**config.mk**
```make
export PLATFORM = sky130hd
export DESIGN_NAME = mio_arbiter
export DESIGN_NICKNAME = d
export VERILOG_FILES = /design/src/rtl/mio_arbiter.sv
export SDC_FILE = /design/constraint.sdc
export NUM_CORES = 1
export LEC_CHECK = 0
export ABC_AREA = 1
export CAP_MARGIN = 20
export CORE_MARGIN = 4
export CORE_UTILIZATION = 45
export DETAILED_ROUTE_END_ITERATION = 10
export PLACE_DENSITY_LB_ADDON = 0.05
export SYNTH_ARGS = -nofsm -noshare
export SYNTH_HDL_FRONTEND = slang
export SYNTH_SLANG_ARGS = --single-unit
```
**constraint.sdc**
```tcl
create_clock -name clk -period 4 [get_ports clk]
set_clock_uncertainty 0.1 [all_clocks]
set_input_delay 0.8 -clock clk [delete_from_list [all_inputs] [get_ports clk]]
set_output_delay 0.8 -clock clk [all_outputs]
set_load 0.02 [all_outputs]
```
**src/rtl/mio_arbiter.sv**
```systemverilog
// Two-master to one-slave memory arbiter with round-robin selection and a BUSY watchdog.
// state | meaning
// IDLE  | waiting for a request, grant = 00
// BUSY  | slave request outstanding, counting cycles toward TIMEOUT
// DONE  | one-cycle ready pulse to the owner, pointer update
module mio_arbiter #(
   parameter logic [7:0] TIMEOUT = 8'd255
) (
   input  logic        clk,
   input  logic        rst,
   input  logic        m0_req,
   input  logic        m0_we,
   input  logic [31:0] m0_addr,
   input  logic [31:0] m0_wdata,
   output logic [31:0] m0_rdata,
   output logic        m0_ready,
   input  logic        m1_req,
   input  logic        m1_we,
   input  logic [31:0] m1_addr,
   input  logic [31:0] m1_wdata,
   output logic [31:0] m1_rdata,
   output logic        m1_ready,
   output logic        s_req,
   output logic        s_we,
   output logic [31:0] s_addr,
   output logic [31:0] s_wdata,
   input  logic [31:0] s_rdata,
   input  logic        s_ack,
   output logic [1:0]  grant,
   output logic        timeout_err
);

   typedef enum logic [1:0] {IDLE, BUSY, DONE} state_t;

   state_t      state_q;
   logic        owner_q;
   logic        last_q;
   logic [7:0]  cnt_q;
   logic        s_req_q, s_we_q;
   logic [31:0] s_addr_q, s_wdata_q;
   logic [31:0] m0_rdata_q, m1_rdata_q;
   logic        m0_ready_q, m1_ready_q;
   logic [1:0]  grant_q;
   logic        timeout_err_q;

   logic        sel_m1_d;
   logic        tmo_hit_d;

   // last_q = 1 means m1 was served last, so m0 wins a tie
   assign sel_m1_d  = m1_req & (~m0_req | ~last_q);
   assign tmo_hit_d = (TIMEOUT != 8'd0) && (cnt_q == (TIMEOUT - 8'd1));

   always_ff @(posedge clk or negedge rst) begin
      if (!rst) begin
         state_q       <= IDLE;
         owner_q       <= 1'b0;
         last_q        <= 1'b1;
         cnt_q         <= 8'd0;
         s_req_q       <= 1'b0;
         s_we_q        <= 1'b0;
         s_addr_q      <= 32'd0;
         s_wdata_q     <= 32'd0;
         m0_rdata_q    <= 32'd0;
         m1_rdata_q    <= 32'd0;
         m0_ready_q    <= 1'b0;
         m1_ready_q    <= 1'b0;
         grant_q       <= 2'b00;
         timeout_err_q <= 1'b0;
      end else begin
         case (state_q)
            IDLE: begin
               if (m0_req || m1_req) begin
                  owner_q   <= sel_m1_d;
                  s_we_q    <= sel_m1_d ? m1_we    : m0_we;
                  s_addr_q  <= sel_m1_d ? m1_addr  : m0_addr;
                  s_wdata_q <= sel_m1_d ? m1_wdata : m0_wdata;
                  grant_q   <= sel_m1_d ? 2'b10 : 2'b01;
                  s_req_q   <= 1'b1;
                  cnt_q     <= 8'd0;
                  state_q   <= BUSY;
               end
            end
            BUSY: begin
               // ack wins over a timeout landing in the same cycle
               if (s_ack || tmo_hit_d) begin
                  if (!s_we_q) begin
                     if (owner_q) m1_rdata_q <= s_ack ? s_rdata : 32'hDEADBEEF;
                     else         m0_rdata_q <= s_ack ? s_rdata : 32'hDEADBEEF;
                  end
                  if (!s_ack) timeout_err_q <= 1'b1;
                  m0_ready_q <= ~owner_q;
                  m1_ready_q <= owner_q;
                  s_req_q    <= 1'b0;
                  state_q    <= DONE;
               end else begin
                  cnt_q <= cnt_q + 8'd1;
               end
            end
            DONE: begin
               m0_ready_q <= 1'b0;
               m1_ready_q <= 1'b0;
               grant_q    <= 2'b00;
               last_q     <= owner_q;
               state_q    <= IDLE;
            end
            default: state_q <= IDLE;
         endcase
      end
   end

   assign s_req       = s_req_q;
   assign s_we        = s_we_q;
   assign s_addr      = s_addr_q;
   assign s_wdata     = s_wdata_q;
   assign m0_rdata    = m0_rdata_q;
   assign m1_rdata    = m1_rdata_q;
   assign m0_ready    = m0_ready_q;
   assign m1_ready    = m1_ready_q;
   assign grant       = grant_q;
   assign timeout_err = timeout_err_q;

endmodule

```
## Word level (Yosys, flattened, before mapping)

Cells that the tools add are included.

- Bitwise operators: 7
- Reduce and logical (&&, ||, !) cells: 15
- Muxes and demuxes: 20
- Equal/unequal tests: 6
- Add/sub/neg operators: 1

Operator list:

| cell | number |
|---|---|
| 32-bit 2-to-1 mux | 3 |
| 8-bit 2-to-1 mux | 2 |
| 8-bit one-hot mux with 2 select lines | 1 |
| 3-bit AND reduction | 3 |
| 8-bit by 1-bit adder with 8-bit output (second input constant) | 1 |
| 8-bit == test (second input constant) | 1 |
| 2-bit 2-to-1 mux | 4 |
| 2-bit one-hot mux with 2 select lines | 2 |
| 2-bit AND reduction | 4 |
| 4-bit AND reduction | 2 |
| 2-bit inequality test (second input constant) | 3 |
| 1-bit one-hot mux with 2 select lines | 3 |
| 2-bit nonzero test | 3 |
| 1-bit 2-to-1 mux | 5 |
| 1-bit inverter | 5 |
| 2-bit by 1-bit == test with 1-bit output (second input constant) | 1 |
| 2-bit == test (second input constant) | 1 |
| 2-bit zero test | 1 |
| 1-bit logical OR | 2 |
| 1-bit AND | 1 |
| 1-bit OR | 1 |

- Logic and storage cells: 63
- Bits in registers: 147
- Input bits: 167
- Output and inout port bits: 135

## Longest topological paths before layout

Gate-level depths: netlist of the first run.

- Word-level depth: 6
- Mapped depth: 10
- Mapped depth without buffers: 10

## Worst setup path after synthesis of the first run

OpenSTA, ideal clock, no wires.

- Path kind: input-to-reg
- Start: input port s_ack
- End: register m1_rdata_q[23], in the netlist m1_rdata[23]
- Data arrival time: 1.657 ns
- Setup time: 0.117 ns
- Cell stages on the path: 6
- Required time: 3.783 ns
- Setup slack: 2.126 ns
- Cell sequence: buf_2 inv_1 clkbuf_1 or2_2 nand4_1 nand2_1

- Word-level cells in the longest chain between the ends: 2
- Elaborated cells between the ends (all ways): 3
- Classes of those cells: 1 x mux; 2 x reduce/logical

Ends and longest elaborated chain:

| item | line | RTL |
|---|---|---|
| from (decl) | 28 | `input logic s_ack,` |
| 1-bit logical OR | 85 | `if (s_ack \|\| tmo_hit_d) begin` |
| 4-bit AND reduction (no source line) | -- |  |
| to (signal assigned) | 87 | `if (owner_q) m1_rdata_q <= s_ack ? s_rdata : 32'hDEADBEEF;` |
| to (decl) | 41 | `logic [31:0] m0_rdata_q, m1_rdata_q;` |

Several ways; a longest one is shown, not always the timed one.
A chain may end at the register's enable or synchronous reset.

## Worst setup path in the final report of the first run

- Start: input port s_ack
- End: register m0_rdata_q[25], in the netlist m0_rdata[25]

- Word-level cells in the longest chain between the ends: 2
- Elaborated cells between the ends (all ways): 3
- Classes of those cells: 1 x mux; 2 x reduce/logical

Ends and longest elaborated chain:

| item | line | RTL |
|---|---|---|
| 1-bit logical OR | 85 |  |
| 4-bit AND reduction (no source line) | -- |  |
| to (signal assigned) | 88 | `else m0_rdata_q <= s_ack ? s_rdata : 32'hDEADBEEF;` |
| to (decl) | 41 |  |

Several ways; a longest one is shown, not always the timed one.

==> flow_metrics.env, run 1 <==
export IMPL_crit_arrival_ps=2840
export IMPL_floorplan_core_area_sq_um=14480
export IMPL_grt_total_usage=0.2520
export IMPL_synth_async_reset_ratio=1.000
export IMPL_setup_violations_final=0
export IMPL_worstReg2RegStart="state_q[1]"
export IMPL_cts_buffers_inserted=17
export IMPL_synth_largest_area_cell="sky130_fd_sc_hd__dfrtp_1"
export IMPL_drt_pre_antenna_iters=7
export IMPL_gp_congestion=0.8117
export IMPL_cts_hold_repair_buffers=0
export IMPL_timing_max_transition_violations_final=0
export IMPL_worst_skew_late_latency_ps=420
export IMPL_critical_path_required_ps=4200
export IMPL_final_setup_worst_slack_ps=1363
export IMPL_post_synth_instance_area_sq_um=6631
export IMPL_pin_count_of_the_biggest_net_entering_global_routing=113
export IMPL_die_height_um=129.4
export IMPL_postLayoutCellArea_sq_um=10430
export IMPL_cp_max_fo=33
export IMPL_met3_usage=0.08368
export IMPL_drtAntennaViolNets=0
export IMPL_io_pins=302
export IMPL_r2r_end="m1_rdata[28]"
export IMPL_fp_dieArea_sq_um=16740
export IMPL_post_cts_clock_slew_at_the_launch_and_capture_registers_of_the_worst_setup_and_hold_paths_ps=60
export IMPL_grt_overflow_total=0
export IMPL_finalHoldViolCount=0
export IMPL_setup_reg_to_reg_worst_slack_ps=1680
export IMPL_seq_area_sq_um=3680
export IMPL_grt_antenna_before_repair=0
export IMPL_cts_repair_resized=0
export IMPL_initial_core_util=0.4580
export IMPL_yosys_cell_count_top_type="sky130_fd_sc_hd__nand2_1"
export IMPL_area_of_the_multi_input_gates_sq_um=2605
export IMPL_grt_pass1_wl_um=32730
export IMPL_critPathCaptureType="flop"
export IMPL_criticalPathCategory="in -> reg"
export IMPL_clk_path_buf_depth=2
export IMPL_post_dp_cell_area_sq_um=9721
export IMPL_hold_class="in -> async"
export IMPL_htree_num_levels=4
export IMPL_yosys_top_cells_count="366 x sky130_fd_sc_hd__nand2_1, 146 x sky130_fd_sc_hd__dfrtp_1, 73 x sky130_fd_sc_hd__nand3_1, 64 x sky130_fd_sc_hd__nand4_1, 25 x sky130_fd_sc_hd__or2_2"
export IMPL_drt_vias_per_instance=5.079
export IMPL_detail_route_wl_per_cell_um=16.92
export IMPL_vias=6440
export IMPL_num_fill_cells=1128
export IMPL_yosys_register_bits=147
export IMPL_pwr_density_cell_nw_per_um2=807.5
export IMPL_fmax_mhz=379.2
export IMPL_rr_worst_depth=6
export IMPL_finalWirelength_um=21450
export IMPL_gr_max_usage_layer="met2"
export IMPL_final_layout_size_suffix_gt1_frac=0.07941
export IMPL_cts_tree="built"
export IMPL_ys_top_cells_by_area="sky130_fd_sc_hd__dfrtp_1 55%, sky130_fd_sc_hd__nand2_1 21%, sky130_fd_sc_hd__nand4_1 6.0%"
export IMPL_final_setup_tns_ps=0
export IMPL_post_synth_top_area_fraction=0.5509
export IMPL_startpoint_type="input port"
export IMPL_synth_sequential_area_ratio=0.5549
export IMPL_tritoncts_num_sinks=147
export IMPL_syn_instance_count=790
export IMPL_synthesized_nets=959
export IMPL_global_route_usage_met1=0.3026
export IMPL_timing_final_crit_share=0.6593
export IMPL_slew_headroom=0.4121
export IMPL_layout_area_overhead_vs_synth_pct=57.34
export IMPL_dr_first_iter_drc_count=561
export IMPL_ctsRootBufferMaster="sky130_fd_sc_hd__clkbuf_16"
export IMPL_drv_max_cap_violation_count=0
export IMPL_post_dp_hpwl_um=15230
export IMPL_drc=0
export IMPL_yosysUniqueCellTypes=28
export IMPL_gr_usage_met2=0.4259
export IMPL_io_buffer_count=301
export IMPL_hold_ws_ps=143.1
export IMPL_synth_warning_count=0
export IMPL_number_of_nets_in_the_layout=1239
export IMPL_num_rows=44
export IMPL_utilization_of_the_core_after_routing=0.7206
export IMPL_cts_repair_timing_setup_buffer_count=0
export IMPL_dp_worst_setup_slack_ps=955.1
export IMPL_fin_crit_ps=2637
export IMPL_grt_setup_unrepaired="no"
export IMPL_die_width_um=129.4
export IMPL_status="finished, final reports clean"
export IMPL_max_vdd_drop_uv=409.2
export IMPL_first_global_vias=6164
export IMPL_total_leakage_power_nw=4.857
export IMPL_ys_flop_type="sky130_fd_sc_hd__dfrtp_1"
export IMPL_tightest_slew_ps=880.9
export IMPL_syn_area_per_cell_sq_um=8.394
export IMPL_synth_enable_flop_cells=0
==> final cells by class <==
type	instances	area share
Sequential cell	147	0.3527
Timing Repair Buffer	311	0.3016
Multi-Input combinational cell	570	0.2497
Clock buffer	19	0.04341
Clock inverter	13	0.02206
Tap cell	184	0.02206
Inverter	23	0.008274
Antenna cell	1	0.0002398
==> where the power goes <==
| group | internal [mW] | switching (mW) | total (mW) | leakage [nW] |
|---|---|---|---|---|
| registers | 2.17 | 0.406 | 2.58 | 1.83 |
| clock network | 1.20 | 0.626 | 1.83 | 0.325 |
| logic | 1.72 | 2.30 | 4.02 | 2.70 |
| total | 5.09 | 3.33 | 8.42 | 4.86 |
==> kinds of logic (layout without fill, tap and decap cells) <==
kind of cell	Yosys count	in the layout	share of synthesized area
other cells	0	1	0
compound gates	13	13	0.01283
simple gates	554	554	0.3715
xor+xnor	1	1	0.001321
flops	147	147	0.5549
buf+inv	73	366	0.05566
fa+ha+maj	2	2	0.003773
==> placed cells by master, fill, tap and decap left out, drive strengths merged <==
master / Yosys / layout
bufinv: 0 / 6
nor3: 2 / 2
a21oi: 3 / 3
clkinvlp: 0 / 3
nand2: 370 / 370
nor2: 18 / 18
o21ai: 6 / 6
clkbuf: 18 / 19
clkdlybuf4s50: 0 / 300
or2: 25 / 25
nand3: 75 / 75
clkinv: 1 / 5
ha: 2 / 2
buf: 32 / 11
inv: 22 / 22
a31o: 2 / 2
dfrtp: 146 / 146
nand4: 64 / 64
dfstp: 1 / 1
diode: 0 / 1
o211ai: 2 / 2
xor2: 1 / 1
==> metrics by stage <==
stage                     instances  power, mW
after floorplan                 790      4.662
after global placement         1234      6.571
after detailed placement       1234      6.628
after CTS                      1266      8.488
after global routing           1267      8.903
final                          1268      8.425
==> sequential cells by signal, summed over array words and instances (netlist names) <==
| signal | cells |
|---|---|
| s_we | 1 |
| grant | 2 |
| s_req | 1 |
| timeout_err | 1 |
| m1_ready | 1 |
| m1_rdata | 32 |
| m0_rdata | 32 |
| owner_q | 1 |
| state_q | 2 |
| s_wdata | 32 |
| cnt_q | 8 |
| last_q | 1 |
| m0_ready | 1 |
| s_addr | 32 |
==> per-layer routing <==
layer | share of wire | vias to the layer above
li1 | - | 3119
met2 | 0.50 | 261
met5 | 0 | -
met4 | 0.023 | 0
met3 | 0.092 | 30
met1 | 0.39 | 3030
==> how the worst max path moves through the flow <==
stage	endpoint	slack, ps	from
5_1_grt	m0_rdata[25]	1200	s_ack
3_3_place_gp	m0_rdata[10]	960	s_ack
4_1_cts	m0_rdata[6]	1360	s_ack
2_1_floorplan	m1_rdata[23]	2130	s_ack
6_report	m0_rdata[25]	1360	s_ack
3_5_place_dp	m0_rdata[10]	960	s_ack
==> critical path, cell delays in order <==
cell and delay (ps):
sky130_fd_sc_hd__clkdlybuf4s50_1 740, sky130_fd_sc_hd__inv_1 80, sky130_fd_sc_hd__buf_4 220, sky130_fd_sc_hd__nand2_4 320, sky130_fd_sc_hd__nand3_4 400, sky130_fd_sc_hd__nand2_1 190
sky130_fd_sc_hd__nand2_1 70
Power figures use the tool's default switching activity.
==> inputs of run 2 (changes only) <==
--- a/config.mk
+++ b/config.mk
@@ -8,7 +8,7 @@
 export ABC_AREA = 1
 export CAP_MARGIN = 20
 export CORE_MARGIN = 4
-export CORE_UTILIZATION = 45
+export CORE_UTILIZATION = 38
 export DETAILED_ROUTE_END_ITERATION = 10
 export PLACE_DENSITY_LB_ADDON = 0.05
 export SYNTH_ARGS = -nofsm -noshare
==> constraint.sdc (replaced) <==
create_clock -name clk -period 2.37 [get_ports clk]
set_clock_uncertainty 0.1 [all_clocks]
set_input_delay 0.474 -clock clk [delete_from_list [all_inputs] [get_ports clk]]
set_output_delay 0.474 -clock clk [all_outputs]
set_load 0.02 [all_outputs]
==> flow_metrics.env, run 2 (synthesis gave the netlist of run 1 again) <==
export IMPL_p_int_mw=8.095
export IMPL_vias=6429
export IMPL_grt_overflow_total=0
export IMPL_mostFrequentLayoutCell="sky130_fd_sc_hd__nand2_1"
export IMPL_p_comb_frac=0.496
export IMPL_layout_common_cells="366 x sky130_fd_sc_hd__nand2_1, 300 x sky130_fd_sc_hd__clkdlybuf4s50_1, 146 x sky130_fd_sc_hd__dfrtp_1"
export IMPL_htree_num_levels=4
export IMPL_drc=0
export IMPL_clk_path_buf_depth=2
export IMPL_pwr_density_cell_nw_per_um2=1324
export IMPL_criticalPathCategory="reg -> reg"
export IMPL_cts_buffers_inserted=17
export IMPL_drt_vias_per_instance=4.878
export IMPL_worst_path_stages=9
export IMPL_floorplan_core_area_sq_um=17180
export IMPL_r2r_end="m0_rdata[27]"
export IMPL_cts_repair_timing_setup_buffer_count=0
export IMPL_hold_class="reg -> reg"
export IMPL_grt_total_usage=0.2246
export IMPL_buf_inv_on_cp=1
export IMPL_die_width_um=140.1
export IMPL_finalWirelength_um=22300
export IMPL_initial_core_util=0.3861
export IMPL_post_cts_clock_slew_at_the_launch_and_capture_registers_of_the_worst_setup_and_hold_paths_ps=70
export IMPL_worstReg2RegStart="cnt_q[0]"
export IMPL_rr_worst_depth=9
export IMPL_cts_tree="built"
export IMPL_post_dp_cell_area_sq_um=9859
export IMPL_critical_path_cell_chain="inv_1 > ha_1 > nand2_1 > nor2_1 > nand2_4 > nand2_4 > nand3_4 > nand2_1 > nand2_1"
export IMPL_cp_max_fo=32
export IMPL_netSwitchingPower_mw=5.731
export IMPL_tritoncts_num_sinks=147
export IMPL_fin_crit_ps=2090
export IMPL_final_setup_tns_ps=0
export IMPL_critPathCaptureType="flop"
export IMPL_grt_setup_unrepaired="no"
export IMPL_slowest_cell_on_crit_path="sky130_fd_sc_hd__dfrtp_1"
export IMPL_drt_pre_antenna_iters=4
export IMPL_startpoint_type="flop"
export IMPL_layout_area_overhead_vs_synth_pct=57.49
export IMPL_instances_no_fill=1318
export IMPL_pwr_share_seq=0.312
export IMPL_status="finished, final reports clean"
export IMPL_pin_count_of_the_biggest_net_entering_global_routing=57
export IMPL_max_vdd_drop_uv=535.1
export IMPL_grt_pass1_wl_um=35090
export IMPL_drtAntennaViolNets=0
export IMPL_utilization_of_the_core_after_routing=0.6080
export IMPL_grt_antenna_before_repair=0
export IMPL_die_height_um=140.1
export IMPL_tightest_slew_ps=472.6
export IMPL_timing_hold_worst_path_depth=1
export IMPL_power_switching_fraction=0.4145
export IMPL_first_global_vias=6387
export IMPL_fmax_mhz=478.5
export IMPL_worst_path_dominant_cell_family="simple AND/OR/NAND/NOR gates"
export IMPL_fp_dieArea_sq_um=19630
export IMPL_critPathMaxStageDelay_ps=420
export IMPL_clock_power_share=0.192
export IMPL_critical_path_required_ps=2580
export IMPL_gp_congestion=0.7916
export IMPL_crit_arrival_ps=2300
export IMPL_dr_first_iter_drc_count=338
export IMPL_min_delay_start="timeout_err"
export IMPL_postLayoutCellArea_sq_um=10440
export IMPL_num_fill_cells=1560
export IMPL_slew_headroom=0.6842
export IMPL_io_buffer_count=301
export IMPL_number_of_nets_in_the_layout=1249
export IMPL_final_layout_size_suffix_gt1_frac=0.08692
export IMPL_timing_final_crit_share=0.8818
export IMPL_worst_skew_late_latency_ps=420
export IMPL_post_dp_hpwl_um=15880
export IMPL_timing_critical_path_mode_cell="sky130_fd_sc_hd__nand2_1"
export IMPL_drv_max_cap_violation_count=0
export IMPL_io_pins=302
export IMPL_detail_route_wl_per_cell_um=16.92
export IMPL_total_leakage_power_nw=4.842
export IMPL_finalHoldViolCount=0
export IMPL_dp_cells=1285
export IMPL_timing_max_transition_violations_final=0
export IMPL_setup_reg_to_reg_worst_slack_ps=280
export IMPL_setup_violations_final=0
export IMPL_ctsRootBufferMaster="sky130_fd_sc_hd__clkbuf_16"
export IMPL_min_delay_worst_endpoint="timeout_err"
export IMPL_insertedDiodeCount=0
export IMPL_num_rows=48
## run 2: changes by cell type in the layout (fill, tap and decap cells not counted), sizes merged
cell         change
diode            -1
dlygate4sd3      +1
clkbuf           -2
clkinv           -1
buf              +9
clkinvlp         +2
inv              +6
bufinv           -5
## run 2: metrics by stage
step           hold WS [ps]  power [mW]  worst slack [ps]
2_1_floorplan         78.41       7.868             770.3
3_3_place_gp          334.3       11.23             125.5
5_1_grt               388.4       14.67             60.58
4_1_cts               373.7       13.97             250.8
6_report              368.9       13.83             280.0
3_5_place_dp          332.3       11.26             132.6
## run 2: worst max-delay path by stage
stage | from | endpoint | slack [ps]
after floorplan | cnt_q[0] | m1_rdata[22] | 770
after global placement | s_ack | m0_rdata[28] | 130
after detailed placement | s_ack | m0_rdata[7] | 130
after CTS | cnt_q[0] | m0_rdata[27] | 250
after global routing | cnt_q[0] | m0_rdata[27] | 60
final | cnt_q[0] | m0_rdata[27] | 280
## run 2: what timing repair did
item / CTS / global route
hold buffers: 1 / 0
resized for setup: 0 / 0
hold endpoints to repair: 39 / 0
endpoints found under the setup margin: 0 / 0
## run 2: cell type report
type	count	area (sq um)	share of cell area
clock buffers	17	425.4	0.04073
clock inverters	15	148.9	0.01426
multi-input cells	570	2605	0.2494
repair buffers	321	3217	0.3080
flip-flops and latches	147	3680	0.3523
inverters	23	86.33	0.008266
well taps	225	281.5	0.02696
## run 2: metal layers
metal,global-route usage,part of all wire
met5,0,0
met2,0.3725,0.49
met4,0.06374,0.019
met3,0.07238,0.083
met1,0.2835,0.41
## run 2: power by group through the flow
stage / combinational [mW] / clock [mW] / sequential, mW
2_1_floorplan: 2.25 / 0 / 5.62
3_3_place_gp: 6.91 / 0 / 4.32
3_5_place_dp: 6.93 / 0 / 4.33
4_1_cts: 6.94 / 2.70 / 4.33
5_1_grt: 7.39 / 2.80 / 4.48
6_report: 6.86 / 2.65 / 4.32
==> inputs of run 3 (changes only) <==
--- a/config.mk
+++ b/config.mk
@@ -8,8 +8,9 @@
 export ABC_AREA = 1
 export CAP_MARGIN = 20
 export CORE_MARGIN = 4
-export CORE_UTILIZATION = 38
+export CORE_UTILIZATION = 42
 export DETAILED_ROUTE_END_ITERATION = 10
+export GPL_ROUTABILITY_DRIVEN = 0
 export PLACE_DENSITY_LB_ADDON = 0.05
 export SYNTH_ARGS = -nofsm -noshare
 export SYNTH_HDL_FRONTEND = slang
==> constraint.sdc (replaced) <==
create_clock -name clk -period 2.1 [get_ports clk]
set_clock_uncertainty 0.1 [all_clocks]
set_input_delay 0.42 -clock clk [delete_from_list [all_inputs] [get_ports clk]]
set_output_delay 0.42 -clock clk [all_outputs]
set_load 0.02 [all_outputs]
==> flow_metrics.env, run 3 (synthesis gave the netlist of run 1 again) <==
export IMPL_worstReg2RegStart="cnt_q[0]"
export IMPL_dr_first_iter_drc_count=357
export IMPL_num_fill_cells=1298
export IMPL_startpoint_type="flop"
export IMPL_die_width_um=133.7
export IMPL_drc=0
export IMPL_drt_pre_antenna_iters=5
export IMPL_layout_area_overhead_vs_synth_pct=59.57
export IMPL_utilization_of_the_core_after_routing=0.6909
export IMPL_criticalPathCategory="reg -> out"
export IMPL_grt_pass1_wl_um=33870
export IMPL_mostFrequentLayoutCell="sky130_fd_sc_hd__nand2_1"
export IMPL_setup_violations_final=0
export IMPL_cts_repair_timing_setup_buffer_count=0
export IMPL_number_of_nets_in_the_layout=1256
export IMPL_setup_reg_to_reg_worst_slack_ps=130
export IMPL_post_cts_clock_slew_at_the_launch_and_capture_registers_of_the_worst_setup_and_hold_paths_ps=60
export IMPL_pwr_density_cell_nw_per_um2=1518
export IMPL_worst_path_stages=1
export IMPL_vias=6559
export IMPL_max_vdd_drop_uv=691.2
export IMPL_fp_dieArea_sq_um=17860
export IMPL_critical_path_endpoint="grant[1]"
export IMPL_finalHoldViolCount=0
export IMPL_ctsRootBufferMaster="sky130_fd_sc_hd__clkbuf_16"
export IMPL_critPathCaptureType="output port"
export IMPL_layout_common_cells="366 x sky130_fd_sc_hd__nand2_1, 300 x sky130_fd_sc_hd__clkdlybuf4s50_1, 146 x sky130_fd_sc_hd__dfrtp_1"
export IMPL_worst_path_dominant_cell_family="buffers and inverters"
export IMPL_grt_total_usage=0.2376
export IMPL_r2r_end="m1_rdata[2]"
export IMPL_fin_crit_ps=1996
export IMPL_post_dp_hpwl_um=15550
export IMPL_die_height_um=133.7
export IMPL_slowest_cell_on_crit_path="sky130_fd_sc_hd__clkdlybuf4s50_1"
export IMPL_io_pins=302
export IMPL_critical_path_cell_chain="clkdlybuf4s50_1"
export IMPL_buf_inv_on_cp=1
export IMPL_grt_overflow_total=0
export IMPL_grt_setup_unrepaired="yes"
export IMPL_pin_count_of_the_biggest_net_entering_global_routing=64
export IMPL_total_leakage_power_nw=4.927
export IMPL_finalPower_mw=16.06
export IMPL_tritoncts_num_sinks=147
export IMPL_status="finished, final reports clean"
export IMPL_floorplan_core_area_sq_um=15310
export IMPL_dp_cells=1276
export IMPL_slew_headroom=0.6447
export IMPL_tightest_slew_ps=532.4
export IMPL_clk_path_buf_depth=2
export IMPL_final_layout_size_suffix_gt1_frac=0.09099
export IMPL_first_global_vias=6524
export IMPL_detail_route_wl_per_cell_um=16.85
export IMPL_hold_class="in -> async"
export IMPL_grt_antenna_before_repair=0
export IMPL_critical_path_required_ps=1580
export IMPL_finalWirelength_um=22070
export IMPL_drv_max_cap_violation_count=0
export IMPL_instances_no_fill=1310
export IMPL_cts_buffers_inserted=17
export IMPL_timing_final_crit_share=0.9505
export IMPL_drt_vias_per_instance=5.007
export IMPL_timing_max_transition_violations_final=0
export IMPL_initial_core_util=0.4330
export IMPL_post_dp_cell_area_sq_um=9905
export IMPL_setup_worst_path_start="grant[1]"
export IMPL_fmax_mhz=501.0
export IMPL_drtAntennaViolNets=0
export IMPL_io_buffer_count=301
export IMPL_cts_tree="built"
export IMPL_worst_skew_late_latency_ps=420
export IMPL_critPathMaxStageDelay_ps=710
export IMPL_htree_num_levels=4
export IMPL_insertedDiodeCount=0
export IMPL_crit_arrival_ps=1480
export IMPL_rr_worst_depth=9
export IMPL_num_rows=45
export IMPL_cp_max_fo=2
export IMPL_postLayoutCellArea_sq_um=10580
run 3: cell count changes in the layout (fill, tap and decap cells not counted), moves of 2 or more:
cell | previous run | this run
sky130_fd_sc_hd__buf_12 | 4 | 6
sky130_fd_sc_hd__buf_4 | 15 | 18
sky130_fd_sc_hd__bufinv_16 | 1 | 5
sky130_fd_sc_hd__clkbuf_8 | 0 | 2
sky130_fd_sc_hd__clkinv_2 | 0 | 5
sky130_fd_sc_hd__clkinv_4 | 3 | 0
sky130_fd_sc_hd__clkinvlp_4 | 5 | 1
sky130_fd_sc_hd__inv_6 | 5 | 0
run 3: layer usage:
layer / track usage / up-vias / wire [um]
li1: - / 3154 / -
met2: 0.3993 / 271 / 10900
met4: 0.07829 / 0 / 510
met3: 0.08270 / 38 / 1922
met1: 0.2869 / 3096 / 8745
met5: 0 / - / 0
run 3: worst reg2reg max path: stages (launching register included):
cell and delay [ps]:
sky130_fd_sc_hd__dfrtp_1 420, sky130_fd_sc_hd__inv_1 90, sky130_fd_sc_hd__ha_1 140, sky130_fd_sc_hd__nand2_1 50, sky130_fd_sc_hd__nor2_1 210, sky130_fd_sc_hd__nand2_4 120
sky130_fd_sc_hd__nand2_4 130, sky130_fd_sc_hd__nand3_2 370, sky130_fd_sc_hd__nand2_1 180, sky130_fd_sc_hd__nand2_1 60
run 3: through the flow:
step                      setup TNS, ps  hold slack, ps  setup WS (ps)
final                                 0           341.2          104.0
after global routing             -10.98           353.1         -6.783
after CTS                             0           329.8          67.12
after detailed placement              0           202.9          84.96
after global placement                0           203.0          144.0
after floorplan                       0           24.41          500.3
run 3: final cells by class:
type                            instances  area, sq um  area share
Timing Repair Buffer                  326         3279      0.3099
Inverter                               23        86.33    0.008159
Tap cell                              211        264.0     0.02495
Clock inverter                         11        182.7     0.01726
Multi-Input combinational cell        572         2633      0.2488
Clock buffer                           20        456.7     0.04316
Sequential cell                       147         3680      0.3478
run 3: repair_timing:
action,CTS,global route
resized for setup,0,1
endpoints found under the setup margin,0,21
hold buffers,1,0
hold endpoints to repair,20,0
run 3: worst min-delay path by stage:
stage,start,endpoint,slack [ps],cells past startpoint
3_3_place_gp,rst,m0_rdata[7],200,1
4_1_cts,rst,m0_rdata[0],330,2
2_1_floorplan,rst,cnt_q[0],20,0
3_5_place_dp,rst,m0_rdata[7],200,1
6_report,rst,m0_rdata[7],340,2
5_1_grt,rst,m0_rdata[3],350,2
run 3: report_power, final:
| group | switching, mW | internal [mW] | total (mW) |
|---|---|---|---|
| logic | 4.45 | 3.40 | 7.85 |
| clock network | 1.16 | 2.15 | 3.31 |
| registers | 0.763 | 4.14 | 4.90 |
| total | 6.37 | 9.69 | 16.1 |
